## src/rtl/ga_pkg.sv

```systemverilog
// Shared constants and types for the gate array CPU register block.
package ga_pkg;

  typedef logic [4:0] ink_t;

  localparam logic [1:0] FN_PEN  = 2'b00;
  localparam logic [1:0] FN_INK  = 2'b01;
  localparam logic [1:0] FN_CTRL = 2'b10;

  localparam ink_t BORDER_PEN  = 5'd16;
  localparam ink_t DEFAULT_INK = 5'h14;

endpackage

```

## src/rtl/ga_wr_sync.sv

```systemverilog
// CPU write-strobe synchroniser with a matching data pipeline and a
// single-cycle commit on each new rising edge of the synchronised strobe.
module ga_wr_sync #(
  parameter int unsigned SYNC_STAGES = 2,
  parameter int unsigned DATA_W      = 8
) (
  input  logic              clk,
  input  logic              rst_n,
  input  logic              strobe,
  input  logic [DATA_W-1:0] data,
  output logic              commit,
  output logic [DATA_W-1:0] commit_data
);

  logic                   armed;
  logic [SYNC_STAGES-1:0] sync_q;
  logic [DATA_W-1:0]      data_q [SYNC_STAGES];

  // armed blocks a strobe still held high across reset from looking new
  always_ff @(posedge clk) begin
    if (!rst_n) begin
      armed  <= 1'b0;
      sync_q <= '0;
      commit <= 1'b0;
      for (int i = 0; i < int'(SYNC_STAGES); i++) data_q[i] <= '0;
    end else begin
      armed     <= armed | ~strobe;
      sync_q    <= {sync_q[SYNC_STAGES-2:0], strobe & armed};
      data_q[0] <= data;
      for (int i = 1; i < int'(SYNC_STAGES); i++) data_q[i] <= data_q[i-1];
      // registered form of (synchronised strobe & ~its previous value)
      commit <= sync_q[SYNC_STAGES-2] & ~sync_q[SYNC_STAGES-1];
    end
  end

  assign commit_data = data_q[SYNC_STAGES-1];

endmodule

```

## src/rtl/ga_cpu_regs.sv

```systemverilog
// Gate array CPU register file: pen select, palette, mode and ROM control,
// with a registered palette lookup for the pixel path.
module ga_cpu_regs
  import ga_pkg::*;
#(
  parameter int unsigned SYNC_STAGES = 2,
  parameter ink_t        RESET_INK   = DEFAULT_INK,
  parameter int unsigned NUM_PENS    = 17
) (
  input  logic       CLK16,
  input  logic       RESET_n,
  input  logic       IORQ_n,
  input  logic       WR_n,
  input  logic       M1_n,
  input  logic       A15,
  input  logic       A14,
  input  logic [7:0] D,
  input  logic       MODE_SYNC,
  input  logic [4:0] PIX_PEN,
  output ink_t       INK,
  output logic [1:0] MODE,
  output logic       LROM_DIS,
  output logic       HROM_DIS,
  output logic       IRQ_RESET
);

  logic       wr_q_c;
  logic       commit;
  logic [7:0] commit_data;
  logic       unused_bit;
  logic       ms_q;
  logic       mode_fall_c;
  ink_t       rd_idx_c;
  ink_t       pen_sel;
  logic [1:0] pending_mode;
  ink_t       palette [NUM_PENS];

  assign wr_q_c      = ~IORQ_n & ~WR_n & M1_n & ~A15 & A14;
  assign mode_fall_c = ms_q & ~MODE_SYNC;
  assign rd_idx_c    = PIX_PEN[4] ? BORDER_PEN : PIX_PEN;
  assign unused_bit  = commit_data[5];

  ga_wr_sync #(
    .SYNC_STAGES(SYNC_STAGES),
    .DATA_W     (8)
  ) u_wr_sync (
    .clk        (CLK16),
    .rst_n      (RESET_n),
    .strobe     (wr_q_c),
    .data       (D),
    .commit     (commit),
    .commit_data(commit_data)
  );

  // Register state; a mode apply in the commit cycle sees the old pending mode
  always_ff @(posedge CLK16) begin
    if (!RESET_n) begin
      pen_sel      <= '0;
      pending_mode <= '0;
      MODE         <= '0;
      LROM_DIS     <= 1'b0;
      HROM_DIS     <= 1'b0;
      IRQ_RESET    <= 1'b0;
      INK          <= RESET_INK;
      ms_q         <= 1'b0;
      for (int i = 0; i < int'(NUM_PENS); i++) palette[i] <= RESET_INK;
    end else begin
      ms_q      <= MODE_SYNC;
      IRQ_RESET <= 1'b0;
      INK       <= palette[rd_idx_c];
      if (mode_fall_c) MODE <= pending_mode;
      if (commit) begin
        case (commit_data[7:6])
          FN_PEN:  pen_sel <= commit_data[4] ? BORDER_PEN : {1'b0, commit_data[3:0]};
          FN_INK:  palette[pen_sel] <= commit_data[4:0];
          FN_CTRL: begin
            pending_mode <= commit_data[1:0];
            LROM_DIS     <= commit_data[2];
            HROM_DIS     <= commit_data[3];
            IRQ_RESET    <= commit_data[4];
          end
          default: ;
        endcase
      end
    end
  end

endmodule
```

## config.mk

```make
export PLATFORM = sky130hd
export DESIGN_NAME = ga_cpu_regs
export DESIGN_NICKNAME = d
export VERILOG_FILES = /design/src/rtl/ga_pkg.sv /design/src/rtl/ga_wr_sync.sv /design/src/rtl/ga_cpu_regs.sv
export SDC_FILE = /design/constraint.sdc
export NUM_CORES = 1
export LEC_CHECK = 0
export BUFFER_PORTS_ARGS = -buffer_cell sky130_fd_sc_hd__clkbuf_2
export CAP_MARGIN = 20
export CORE_AREA = 4 4 139 88
export DETAILED_ROUTE_END_ITERATION = 8
export DIE_AREA = 0 0 143 92
export PLACE_DENSITY = 0.73
export SLEW_MARGIN = 15
export SYNTH_ARGS = -nofsm -noshare
export SYNTH_HDL_FRONTEND = slang
export SYNTH_SLANG_ARGS = --single-unit
```

## constraint.sdc

```tcl
create_clock -name CLK16 -period 3.1 [get_ports CLK16]
set_clock_uncertainty 0.05 [all_clocks]
set_input_delay 0.31 -clock CLK16 [delete_from_list [all_inputs] [get_ports CLK16]]
set_output_delay 0.31 -clock CLK16 [all_outputs]
set_load 0.02 [all_outputs]
```

**Word level (Yosys, flattened, before mapping)**

Memories as Yosys holds them, arrays and structs flattened. A register that Yosys moved wholly into a read port is not among the register bits.
Index checks and enable logic that the tools add are counted.
Widths: inputs -> output; s select.

- Equality and inequality tests: 2
- Muxes and demuxes: 13
- Bitwise operators: 16
- Reductions and logical operators: 6

Operators by type and width:

| operator | number |
|---|---|
| $mux 5 | 4 |
| $mux 8 | 2 |
| $and 1x1->1 | 7 |
| $mux 1 | 7 |
| $not 1->1 | 6 |
| $reduce_or 5->1 | 1 |
| $reduce_and 2->1 | 2 |
| $or 1x1->1 | 3 |
| $reduce_and 3->1 | 1 |
| $eq 2x1->1 const B | 1 |
| $eq 2x2->1 const B | 1 |
| $logic_not 2->1 | 1 |
| $logic_not 1->1 | 1 |

- Bits in registers: 17
- Memory bits (writable): 101
- Bits of input ports: 21
- Output and inout bits: 10
- Logic and storage cells: 49
- Memories: 2

Memory list:

| memory | depth | bits a word | rd ports | clocked after memory_dff | write ports | RTL line | text |
|---|---|---|---|---|---|---|---|
| palette | 17 | 5 | 1 | 1 | 17 | ga_cpu_regs.sv:36 | `ink_t palette [NUM_PENS];` |
| u_wr_sync.data_q | 2 | 8 | 2 | 0 | 2 | ga_wr_sync.sv:17 | `logic [DATA_W-1:0] data_q [SYNC_STAGES];` |

**Logic depth before layout (Yosys ltp)**

Gate-level depths: netlist (run 1).

- Word-level depth: 7
- Gate-level depth with buffers: 7
- Gate-level depth less buffers: 5

**Cells and area by module**

A second synthesis (run 1) with hierarchy kept.

- Cell total of the unflattened synthesis: 445
- Area total of the unflattened synthesis: 5450.2 um^2

Modules (own cells, without submodules):

| module | instances | cells each | area an instance (um^2) | seq. area each (um^2) |
|---|---|---|---|---|
| ga_cpu_regs | 1 | 395 | 4830.9 | 2912.8 |
| ga_wr_sync | 1 | 50 | 619.3 | 400.4 |

**Worst setup path after synthesis (run 1)**

Ideal clock, no wire load.

- Path kind: reg-to-reg
- Start point: register pen_sel[2]
- End point: memory palette[11][0] in the netlist's numbering, enable pin
- Setup time: 0.374 ns
- Arrival: 1.474 ns
- Required time: 2.676 ns
- Slack: 1.203 ns
- Stages on the path, launching flop included: 5
- Clock period less this slack: 1.897 ns
- Path through: dfxtp_1 clkbuf_1 or3b_1 clkbuf_1 o21ai_0

RTL lines:

| item | RTL line | text |
|---|---|---|
| from (decl) | ga_cpu_regs.sv:34 | `ink_t pen_sel;` |
| from (signal assigned) | ga_cpu_regs.sv:74 | `FN_PEN: pen_sel <= commit_data[4] ? BORDER_PEN : {1'b0, commit_data[3:0]};` |
| to (decl) | ga_cpu_regs.sv:36 |  |

==> flow_summary.json, run 1 <==
{
  "status": "complete, no violations",
  "worst-r2r-setup-slack_ns": 0.87,
  "layout.area.seq_um2": 3270,
  "port_buffers": 29,
  "core.rowCount": 30,
  "synthesis.area_um2": 5350,
  "cts-root-to-sink-buffers": 2,
  "synth_top_flop_cell": "sky130_fd_sc_hd__edfxtp_1",
  "cts-root-buf": "sky130_fd_sc_hd__clkbuf_16",
  "p_sw_mw": 0.793,
  "synth_xor_xnor_area_share": 0,
  "synth_cell_type_count": 47,
  "internal-power_mw": 3.15,
  "crit_path_max_fanout": 12,
  "post-route-drc-count": 0,
  "die_w_um": 143,
  "io_pins": 31,
  "maxSlewViolCount": 0,
  "grt_setup_unrepaired": "false",
  "maximum_number_of_pins_on_one_net_before_global_route_repair": 53,
  "cp.arrival_ns": 2.21,
  "antenna_found_initial": 0,
  "place.gp.congestion": 0.883,
  "drt.antenna.violating_nets": 0,
  "cts.htree.levels": 4,
  "design.die.area_um2": 13200,
  "synth.mux.area_fraction": 0.0788,
  "routedWlPerCell_um": 19.0,
  "holdBufCountCts": 0,
  "multi_input_area_um2": 1880,
  "clock_buffers_created_by_tritoncts": 17,
  "fmax_ghz": 0.449,
  "min_period_ns": 2.23,
  "synth-seq-cells": 121,
  "fill_cells": 884,
  "relSlewSlack": 0.428,
  "worstSetupStartpointType": "flip-flop",
  "tightestPinTransition_ns": 0.849,
  "cts_repair_resize_count": 0,
  "timing_worst_setup_path_type": "flip-flop to flip-flop",
  "grt_overflow_total": 0,
  "power.clock.fraction": 0.505,
  "timing.setup.tns_ns": 0,
  "timing.hold.ws_ns": 0.0576,
  "avgViaCountPerCell": 5.60,
  "grt_first_pass_wirelength_um": 18000,
  "totalWireLength_um": 11500,
  "worstSkewPairLatency_ns": 0.41,
  "num_antenna_cells": 0,
  "synth_compound_gate_area_share": 0.0664,
  "dp.final_hpwl_um": 7410,
  "synthAdderAreaFrac": 0,
  "power.static_leakage_nw": 2.16,
  "post_synth.cell_area_avg_um2": 12.5,
  "final_hold_vio_count": 0,
  "groute.usage.overall": 0.186,
  "detailroute.via_count": 3397,
  "floorplan.initialDensity": 0.486,
  "synth_enable_flop_cells": 85,
  "main_combinational_cell_family_by_area_after_synthesis": "simple AND/OR/NAND/NOR gates",
  "vdd_drop_max_mv": 0.461,
  "cp.required_ns": 3.08,
  "sequentialPowerShare": 0.454,
  "share_of_synthesized_flip_flops_with_an_asynchronous_set_or_reset": 0,
  "switching_share": 0.201,
  "nets": 471,
  "area_growth_syn_to_layout_pct": 15.6,
  "power-per-cell-area_nw_per_um2": 637,
  "via_count_of_the_first_global_routing_pass": 3268,
  "final_core_util": 0.562,
  "ys_warn_count": 0,
  "layout-drive-gt1-share": 0.166,
  "clkSlewWorstSetupHoldPaths_ns": 0.05,
  "setup_viol": 0,
  "crit_path_end_kind": "flip-flop",
  "yosysSeqAreaShare": 0.612,
  "netlist_instances": 429,
  "cts_tree": "built",
  "postCtsSetupRepairBufs": 0,
  "share_comb_of_total_power": 0.041,
  "synth_fp_nets": 450,
  "die_h_um": 92,
  "clock_sinks": 121,
  "hp-class": "input pin to flip-flop",
  "cap_violations": 0,
  "initialDrtViolationCount": 368,
  "drt_first_pass_iters": 5,
  "simple_gate_area_share_of_the_yosys_netlist": 0.207,
  "floorplan.core_area_um2": 11000,
  "finalCritPeriodShare": 0.718
}
stage by stage:
stage                     std cells  total power, mW  instance area [µm²]  setup slack (ns)
after floorplan                 429             1.92                 5350              1.20
after global placement          575             1.98                 5560             0.911
after detailed placement        575             1.98                 5560             0.840
after CTS                       607             3.96                 6180             0.865
after global routing            607             4.06                 6180             0.671
final                           607             3.94                 6180             0.875
cell usage after synthesis (all sizes together) (2+ instances only):
master,instances,area [µm²]
edfxtp,85,2550
a211oi,2,15.0
nand2,17,63.8
buf,13,93.8
o21ai,21,105
dfxtp,36,721
or3b,3,26.3
nand2b,7,43.8
o21a,2,15.0
and2b,2,15.0
o2111ai,2,17.5
and2,67,419
nor2,27,101
a221oi,3,26.3
or3,35,219
a21oi,5,25.0
nand3,3,15.0
o22ai,2,12.5
inv,3,11.3
or4,2,15.0
nor2b,13,81.3
mux2i,11,110
mux2,2,22.5
a21boi,6,45.0
mux4,12,289
o211ai,2,15.0
nand3b,8,60.1
a311oi,2,17.5
clkbuf,23,86.3
registers in the layout, indices dropped and copies added (netlist names), 2 cells and up:
| signal | flops |
|---|---|
| palette | 85 |
| INK | 5 |
| u_wr_sync.data_q | 14 |
| u_wr_sync.sync_q | 2 |
| pen_sel | 5 |
| MODE | 2 |
| pending_mode | 2 |
final cells by class:
type | instances | share of cell area
inverters | 3 | 0.00182
clock inverters | 3 | 0.00263
well taps | 144 | 0.0291
flip-flops and latches | 121 | 0.529
clock buffers | 29 | 0.0979
multi-input cells | 269 | 0.305
repair buffers | 38 | 0.0344
layout by cell type (no fill, tap or decap), types with 2 or more instances in the layout:
cell	count
sky130_fd_sc_hd__o211ai_1	2
sky130_fd_sc_hd__o21a_1	2
sky130_fd_sc_hd__o2111ai_1	2
sky130_fd_sc_hd__or3_1	35
sky130_fd_sc_hd__dfxtp_1	36
sky130_fd_sc_hd__mux2i_1	11
sky130_fd_sc_hd__nor2b_1	13
sky130_fd_sc_hd__or3b_1	2
sky130_fd_sc_hd__mux4_1	5
sky130_fd_sc_hd__edfxtp_1	85
sky130_fd_sc_hd__mux4_2	7
sky130_fd_sc_hd__clkinv_2	2
sky130_fd_sc_hd__a21boi_0	6
sky130_fd_sc_hd__a21oi_1	5
sky130_fd_sc_hd__clkbuf_1	3
sky130_fd_sc_hd__a211oi_1	2
sky130_fd_sc_hd__buf_4	9
sky130_fd_sc_hd__and2_1	67
sky130_fd_sc_hd__inv_1	3
sky130_fd_sc_hd__clkbuf_2	29
sky130_fd_sc_hd__nor2_1	27
sky130_fd_sc_hd__nand3_1	3
sky130_fd_sc_hd__clkbuf_8	5
sky130_fd_sc_hd__nand2_1	17
sky130_fd_sc_hd__and2b_1	2
sky130_fd_sc_hd__mux2_2	2
sky130_fd_sc_hd__a311oi_1	2
sky130_fd_sc_hd__o21ai_0	21
sky130_fd_sc_hd__clkbuf_16	21
sky130_fd_sc_hd__a221oi_1	3
sky130_fd_sc_hd__nand3b_1	8
sky130_fd_sc_hd__or4_1	2
sky130_fd_sc_hd__o22ai_1	2
sky130_fd_sc_hd__nand2b_1	7
routing by layer:
metal | vias to the layer above | global-route usage | wire length [µm]
met5 | - | 0 | 0
met4 | 0 | 0.0427 | 83
met3 | 9 | 0.0766 | 1100
met2 | 135 | 0.261 | 4920
met1 | 1658 | 0.269 | 5400
li1 | 1595 | - | -
kinds of logic after synthesis:
logic type,Yosys count
mux,25
flops,121
compound gates,54
simple gates,190
buf+inv,39
power by group through the flow:
stage	sequential, mW	combinational [mW]	clock [mW]
floorplan	1.81	0.113	0
global placement	1.82	0.154	0
detailed placement	1.82	0.161	0
CTS	1.79	0.161	2.01
global route	1.79	0.177	2.09
finish	1.79	0.161	1.99
worst paths after layout:
| check | from | to | cells past startpoint |
|---|---|---|---|
| min | D[2] | u_wr_sync.data_q[0][2]$_SDFF_PN0_ | 2 |
| min reg2reg | u_wr_sync.sync_q[1]$_SDFF_PN0_ | u_wr_sync.commit$_SDFF_PN0_ | 1 |
| max reg2reg | u_wr_sync.data_q[0][15]$_SDFF_PN0_ | palette[11][0]$_SDFFCE_PN0P_ | 3 |
| max | u_wr_sync.data_q[0][15]$_SDFF_PN0_ | palette[11][0]$_SDFFCE_PN0P_ | 3 |
critical path: stages (launching register included):
cell                      delay [ns]
sky130_fd_sc_hd__dfxtp_1        0.32
sky130_fd_sc_hd__and4b_1        0.29
sky130_fd_sc_hd__nand3_1        0.41
sky130_fd_sc_hd__o21ai_0        0.79
No activity file was read; power rests on OpenSTA's default activity.
==> run 2: changes to the inputs <==
--- a/config.mk
+++ b/config.mk
@@ -5,6 +5,7 @@
 export SDC_FILE = /design/constraint.sdc
 export NUM_CORES = 1
 export LEC_CHECK = 0
+export ABC_AREA = 1
 export BUFFER_PORTS_ARGS = -buffer_cell sky130_fd_sc_hd__clkbuf_2
 export CAP_MARGIN = 20
 export CORE_AREA = 4 4 139 88
==> constraint.sdc (replaced) <==
create_clock -name CLK16 -period 2.1 [get_ports CLK16]
set_clock_uncertainty 0.05 [all_clocks]
set_input_delay 0.21 -clock CLK16 [delete_from_list [all_inputs] [get_ports CLK16]]
set_output_delay 0.21 -clock CLK16 [all_outputs]
set_load 0.02 [all_outputs]
==> flow_summary.json, run 2 <==
{
  "synth_enable_flop_cells": 85,
  "grt_overflow_total": 0,
  "netlist_instances": 613,
  "topRoutingLayerUsed": "met4",
  "largest_reg_flops": 85,
  "ys_warn_count": 0,
  "port_buffers": 29,
  "wl_met1_um": 5670,
  "relSlewSlack": 0.652,
  "yosysSeqAreaShare": 0.614,
  "cts_tree": "built",
  "totalPowerFinal_mw": 5.74,
  "final_hold_vio_count": 0,
  "share_of_synthesized_flip_flops_with_an_asynchronous_set_or_reset": 0,
  "cts-root-to-sink-buffers": 2,
  "drt.antenna.violating_nets": 0,
  "die_w_um": 143,
  "synth-seq-cells": 121,
  "wl_met3_um": 1360,
  "worst_hold_path_stage_count": 3,
  "postCtsSetupRepairBufs": 0,
  "cap_violations": 0,
  "routed-wl-met2_um": 5570,
  "core.rowCount": 30,
  "timing.hold.ws_ns": 0.0280,
  "maxSlewViolCount": 0,
  "regMostFlops": "palette",
  "mostFrequentLayoutCell": "sky130_fd_sc_hd__nand2_1",
  "routedWlPerCell_um": 15.6,
  "cp.arrival_ns": 1.86,
  "setup_viol": 0,
  "crit_path_max_fanout": 5,
  "maximum_number_of_pins_on_one_net_before_global_route_repair": 42,
  "detailroute.via_count": 4191,
  "slowest_stage": "sky130_fd_sc_hd__dfxtp_1",
  "rr_worst_depth": 7,
  "worstSetupStartpointType": "flip-flop",
  "fmax_ghz": 0.552,
  "synth.largest_area_cell": "sky130_fd_sc_hd__edfxtp_1",
  "timing.setup.tns_ns": 0,
  "synth_top_flop_cell": "sky130_fd_sc_hd__edfxtp_1",
  "hp-class": "input pin to flip-flop",
  "clkSlewWorstSetupHoldPaths_ns": 0.05,
  "groute.usage.overall": 0.207,
  "floorplan.initialDensity": 0.485,
  "yosys-top-cells-area": "sky130_fd_sc_hd__edfxtp_1, sky130_fd_sc_hd__dfxtp_1, sky130_fd_sc_hd__nand2_1, sky130_fd_sc_hd__nor2_1, sky130_fd_sc_hd__inv_1",
  "post_synth.cell_area_avg_um2": 8.70,
  "multi_input_area_um2": 1520,
  "layout.area.seq_um2": 3270,
  "post-route-drc-count": 0,
  "die_h_um": 92,
  "totalWireLength_um": 12700,
  "post-place-ws_ns": 0.340,
  "grt_setup_unrepaired": "false",
  "timing_worst_setup_path_type": "flip-flop to flip-flop",
  "layout_setup_ws_ns": 0.289,
  "initialDrtViolationCount": 366,
  "finalCritPeriodShare": 0.862,
  "grt_first_pass_wirelength_um": 20500,
  "design.die.area_um2": 13200,
  "crit_path_end_kind": "flip-flop",
  "ranking_of_synthesized_cells_by_instance_count": "sky130_fd_sc_hd__nand2_1, sky130_fd_sc_hd__nor2_1, sky130_fd_sc_hd__inv_1",
  "drt_first_pass_iters": 5,
  "min_period_ns": 1.81,
  "power.static_leakage_nw": 2.67,
  "largest_registers": "palette (85), u_wr_sync.data_q (14)",
  "clock_sinks": 121,
  "synth_fp_nets": 634,
  "tightestPinTransition_ns": 0.522,
  "cts.htree.levels": 4,
  "vdd_drop_max_mv": 0.600,
  "nets": 679,
  "crit_path_cell_trace": "inv_1, nand4_1, inv_1, nand3_1, nor2_1, inv_1, nand2_1",
  "num_antenna_cells": 0,
  "synth_largest_type_area_fraction": 0.479,
  "cts-root-buf": "sky130_fd_sc_hd__clkbuf_16",
  "io_pins": 31,
  "antenna_found_initial": 0,
  "crit_path_frequent_cell": "sky130_fd_sc_hd__inv_1",
  "place.gp.congestion": 0.878,
  "status": "complete, no violations",
  "worstSkewPairLatency_ns": 0.41,
  "final_core_util": 0.570,
  "floorplan.core_area_um2": 11000,
  "cp.required_ns": 2.15,
  "via_count_of_the_first_global_routing_pass": 3976,
  "fill_cells": 933,
  "clock_buffers_created_by_tritoncts": 17,
  "dp.final_hpwl_um": 8480,
  "layout-drive-gt1-share": 0.119,
  "synth_cell_type_count": 27,
  "post-synth-top-count-cell": "sky130_fd_sc_hd__nand2_1",
  "synthesis.area_um2": 5330,
  "crit_path_max_incr_delay_ns": 0.31,
  "avgViaCountPerCell": 5.14,
  "area_growth_syn_to_layout_pct": 17.5,
  "most-common-layout-cells": "sky130_fd_sc_hd__nand2_1, sky130_fd_sc_hd__nor2_1, sky130_fd_sc_hd__inv_1",
  "power-per-cell-area_nw_per_um2": 915
}
[run 2: changes by cell type in the layout (fill, tap and decap cells not counted), sizes merged, moves of 12 or more]
cell,before,now
or3,35,0
inv,4,99
nor2,27,113
mux4,12,0
and2,67,0
nand3,3,47
nor2b,13,0
nand2,17,155
[run 2: final timing paths]
path                                 startpoint                           end  slack, ns
min                                      IORQ_n    u_wr_sync.armed$_SDFF_PN0_       0.03
max reg2reg  u_wr_sync.data_q[0][15]$_SDFF_PN0_  palette[10][1]$_SDFFCE_PN0P_       0.29
max          u_wr_sync.data_q[0][15]$_SDFF_PN0_  palette[10][1]$_SDFFCE_PN0P_       0.29
min reg2reg      u_wr_sync.sync_q[1]$_SDFF_PN0_   u_wr_sync.commit$_SDFF_PN0_       0.34
[run 2: cells by family (layout without fill, tap and decap cells)]
group	after synthesis	in the layout	synth area share
flip-flops	121	121	0.614
AO/OA/AOI/OAI	40	40	0.0399
AND/OR/NAND/NOR	324	324	0.244
buffers and inverters	128	186	0.102
[run 2: worst max-delay path: cells and delay by family (launching register included)]
kind / cells / cell delay [ns]
buffers and inverters: 3 / 0.33
and+or+nand+nor: 4 / 0.81
DFF: 1 / 0.31
[run 2: final cells by class]
| type | count | share of cell area |
|---|---|---|
| clock buffers | 22 | 0.0775 |
| repair buffers | 50 | 0.0523 |
| flip-flops and latches | 121 | 0.522 |
| clock inverters | 10 | 0.0148 |
| well taps | 144 | 0.0287 |
| multi-input cells | 364 | 0.242 |
| inverters | 104 | 0.0627 |
[run 2: per-stage QoR]
stage / cell area (µm²) / instances
2_1_floorplan: 5330 / 613
3_3_place_gp: 5590 / 773
3_5_place_dp: 5590 / 773
4_1_cts: 6270 / 815
5_1_grt: 6270 / 815
6_report: 6270 / 815
[run 2: timing repair]
item                                   CTS  global route
gates resized for setup                  0             0
hold buffers                            10             0
endpoints found under the hold margin    9             0
[run 2: metal layers]
layer | global-route usage | vias to the layer above
met4 | 0.0688 | 0
met1 | 0.299 | 1930
li1 | - | 2013
met3 | 0.0693 | 15
met2 | 0.291 | 233
met5 | 0 | -
[run 2: power breakdown]
group	switching (mW)	internal, mW
sequential	0.0183	2.60
clock	1.03	1.75
combinational	0.231	0.0988
==> run 3: changes to the inputs <==
--- a/config.mk
+++ b/config.mk
@@ -9,6 +9,7 @@
 export BUFFER_PORTS_ARGS = -buffer_cell sky130_fd_sc_hd__clkbuf_2
 export CAP_MARGIN = 20
 export CORE_AREA = 4 4 139 88
+export CTS_BUF_LIST = sky130_fd_sc_hd__clkbuf_4
 export DETAILED_ROUTE_END_ITERATION = 8
 export DIE_AREA = 0 0 143 92
 export PLACE_DENSITY = 0.73
==> flow_summary.json, run 3 (synthesis gave the netlist of run 2 again) <==
{
  "totalWireLength_um": 12300,
  "drt.antenna.violating_nets": 0,
  "layout-drive-gt1-share": 0.119,
  "port_buffers": 29,
  "final_hold_vio_count": 0,
  "worstSkewPairLatency_ns": 0.51,
  "post-route-drc-count": 0,
  "mostFrequentLayoutCell": "sky130_fd_sc_hd__nand2_1",
  "crit_path_frequent_cell": "sky130_fd_sc_hd__inv_1",
  "largest_reg_flops": 85,
  "finish.cell_count_without_fillers": 815,
  "drt_first_pass_iters": 5,
  "routedWlPerCell_um": 15.1,
  "cts-root-buf": "sky130_fd_sc_hd__clkbuf_4",
  "power.static_leakage_nw": 2.53,
  "grt_setup_unrepaired": "false",
  "crit_path_max_fanout": 5,
  "maximum_number_of_pins_on_one_net_before_global_route_repair": 42,
  "vdd_drop_max_mv": 0.455,
  "cp.required_ns": 2.25,
  "maxSlewViolCount": 0,
  "via_count_of_the_first_global_routing_pass": 3900,
  "min_period_ns": 1.80,
  "cp.arrival_ns": 1.95,
  "avgViaCountPerCell": 5.05,
  "cts-root-to-sink-buffers": 2,
  "power-per-cell-area_nw_per_um2": 759,
  "die_w_um": 143,
  "fmax_ghz": 0.557,
  "clock_buffers_created_by_tritoncts": 17,
  "clock_sinks": 121,
  "hp-class": "input pin to flip-flop",
  "design.die.area_um2": 13200,
  "relSlewSlack": 0.649,
  "clkSlewWorstSetupHoldPaths_ns": 0.10,
  "floorplan.core_area_um2": 11000,
  "num_antenna_cells": 0,
  "crit_path_max_incr_delay_ns": 0.33,
  "place.gp.congestion": 0.878,
  "cap_violations": 0,
  "io_pins": 31,
  "groute.usage.overall": 0.199,
  "grt_first_pass_wirelength_um": 19900,
  "cts.htree.levels": 4,
  "timing.setup.tns_ns": 0,
  "cts_tree": "built",
  "dp.final_hpwl_um": 8480,
  "dp_cells": 773,
  "setup_viol": 0,
  "core.rowCount": 30,
  "slowest_stage": "sky130_fd_sc_hd__dfxtp_1",
  "finalCritPeriodShare": 0.855,
  "crit_path_end_kind": "flip-flop",
  "grt_overflow_total": 0,
  "regMostFlops": "palette",
  "detailroute.via_count": 4113,
  "crit_path_cell_trace": "inv_1, nand4_1, inv_1, nand3_1, nor2_1, inv_1, nand2_1",
  "worstSetupStartpointType": "flip-flop",
  "nets": 679,
  "largest_registers": "palette (85), u_wr_sync.data_q (14)",
  "initialDrtViolationCount": 317,
  "antenna_found_initial": 0,
  "area_growth_syn_to_layout_pct": 11.8,
  "status": "complete, no violations",
  "fill_cells": 991,
  "timing_worst_setup_path_type": "flip-flop to flip-flop",
  "postCtsSetupRepairBufs": 0,
  "die_h_um": 92,
  "tightestPinTransition_ns": 0.526,
  "cp_num_buf_inv": 3,
  "most-common-layout-cells": "sky130_fd_sc_hd__nand2_1, sky130_fd_sc_hd__nor2_1, sky130_fd_sc_hd__inv_1",
  "floorplan.initialDensity": 0.485,
  "timing.critical_path.max_delay_family": "simple AND/OR/NAND/NOR gates"
}
run 3: cell count changes in the layout (fill, tap and decap cells not counted):
cell                        previous run  this run
sky130_fd_sc_hd__clkbuf_16            18         0
sky130_fd_sc_hd__clkbuf_1              2         0
sky130_fd_sc_hd__clkbuf_8              2         0
sky130_fd_sc_hd__clkbuf_4              0        19
sky130_fd_sc_hd__clkinv_1              5         7
sky130_fd_sc_hd__bufinv_16             1         2
run 3: what timing repair did:
action / CTS / global route
hold buffers: 10 / 0
gates resized for setup: 0 / 0
hold endpoints to repair: 11 / 0
run 3: final timing paths:
path	start	end	slack, ns	cells past startpoint
worst max-delay path	u_wr_sync.data_q[0][15]$_SDFF_PN0_	palette[10][4]$_SDFFCE_PN1P_	0.30	7
worst min-delay path	PIX_PEN[4]	INK[4]$_SDFF_PN1_	0.04	3
worst max register to register	u_wr_sync.data_q[0][15]$_SDFF_PN0_	palette[10][4]$_SDFFCE_PN1P_	0.30	7
worst min register to register	u_wr_sync.sync_q[1]$_SDFF_PN0_	u_wr_sync.commit$_SDFF_PN0_	0.37	1
run 3: metrics by stage:
| stage | util | setup slack, ns | hold WS [ns] | power (mW) | area (µm²) |
|---|---|---|---|---|---|
| 4_1_cts | 0.542 | 0.322 | 0.00657 | 4.53 | 5960 |
| 5_1_grt | 0.542 | 0.146 | 0.0174 | 4.69 | 5960 |
| 3_3_place_gp | 0.508 | 0.367 | 0.324 | 2.97 | 5590 |
| 3_5_place_dp | 0.508 | 0.340 | 0.335 | 2.98 | 5590 |
| 6_report | 0.542 | 0.304 | 0.0364 | 4.53 | 5960 |
| 2_1_floorplan | - | 0.680 | 0.258 | 2.88 | 5330 |
run 3: area by class of cell:
class,count,area [µm²],area share
clock inverters,13,130,0.0218
inverters,104,393,0.0659
multi-input cells,364,1520,0.254
clock buffers,19,143,0.0239
flip-flops and latches,121,3270,0.549
well taps,144,180,0.0302
repair buffers,50,328,0.0550
run 3: worst register-to-register path, stage by stage, from the launching register on:
cell	delay, ns
sky130_fd_sc_hd__dfxtp_1	0.33
sky130_fd_sc_hd__inv_1	0.07
sky130_fd_sc_hd__nand4_1	0.11
sky130_fd_sc_hd__inv_1	0.10
sky130_fd_sc_hd__nand3_1	0.18
sky130_fd_sc_hd__nor2_1	0.29
sky130_fd_sc_hd__inv_1	0.14
sky130_fd_sc_hd__nand2_1	0.22
run 3: report_power, final:
part	switching, mW	internal (mW)
combinational	0.228	0.0988
clock	0.864	0.720
sequential	0.0182	2.60
total	1.11	3.42
run 3: metal layers:
layer / GRT usage / up-vias / wire (µm)
li1: - / 2005 / -
met1: 0.291 / 1893 / 5710
met2: 0.282 / 193 / 5240
met3: 0.0636 / 22 / 1160
met4: 0.0578 / 0 / 189
met5: 0 / - / 0
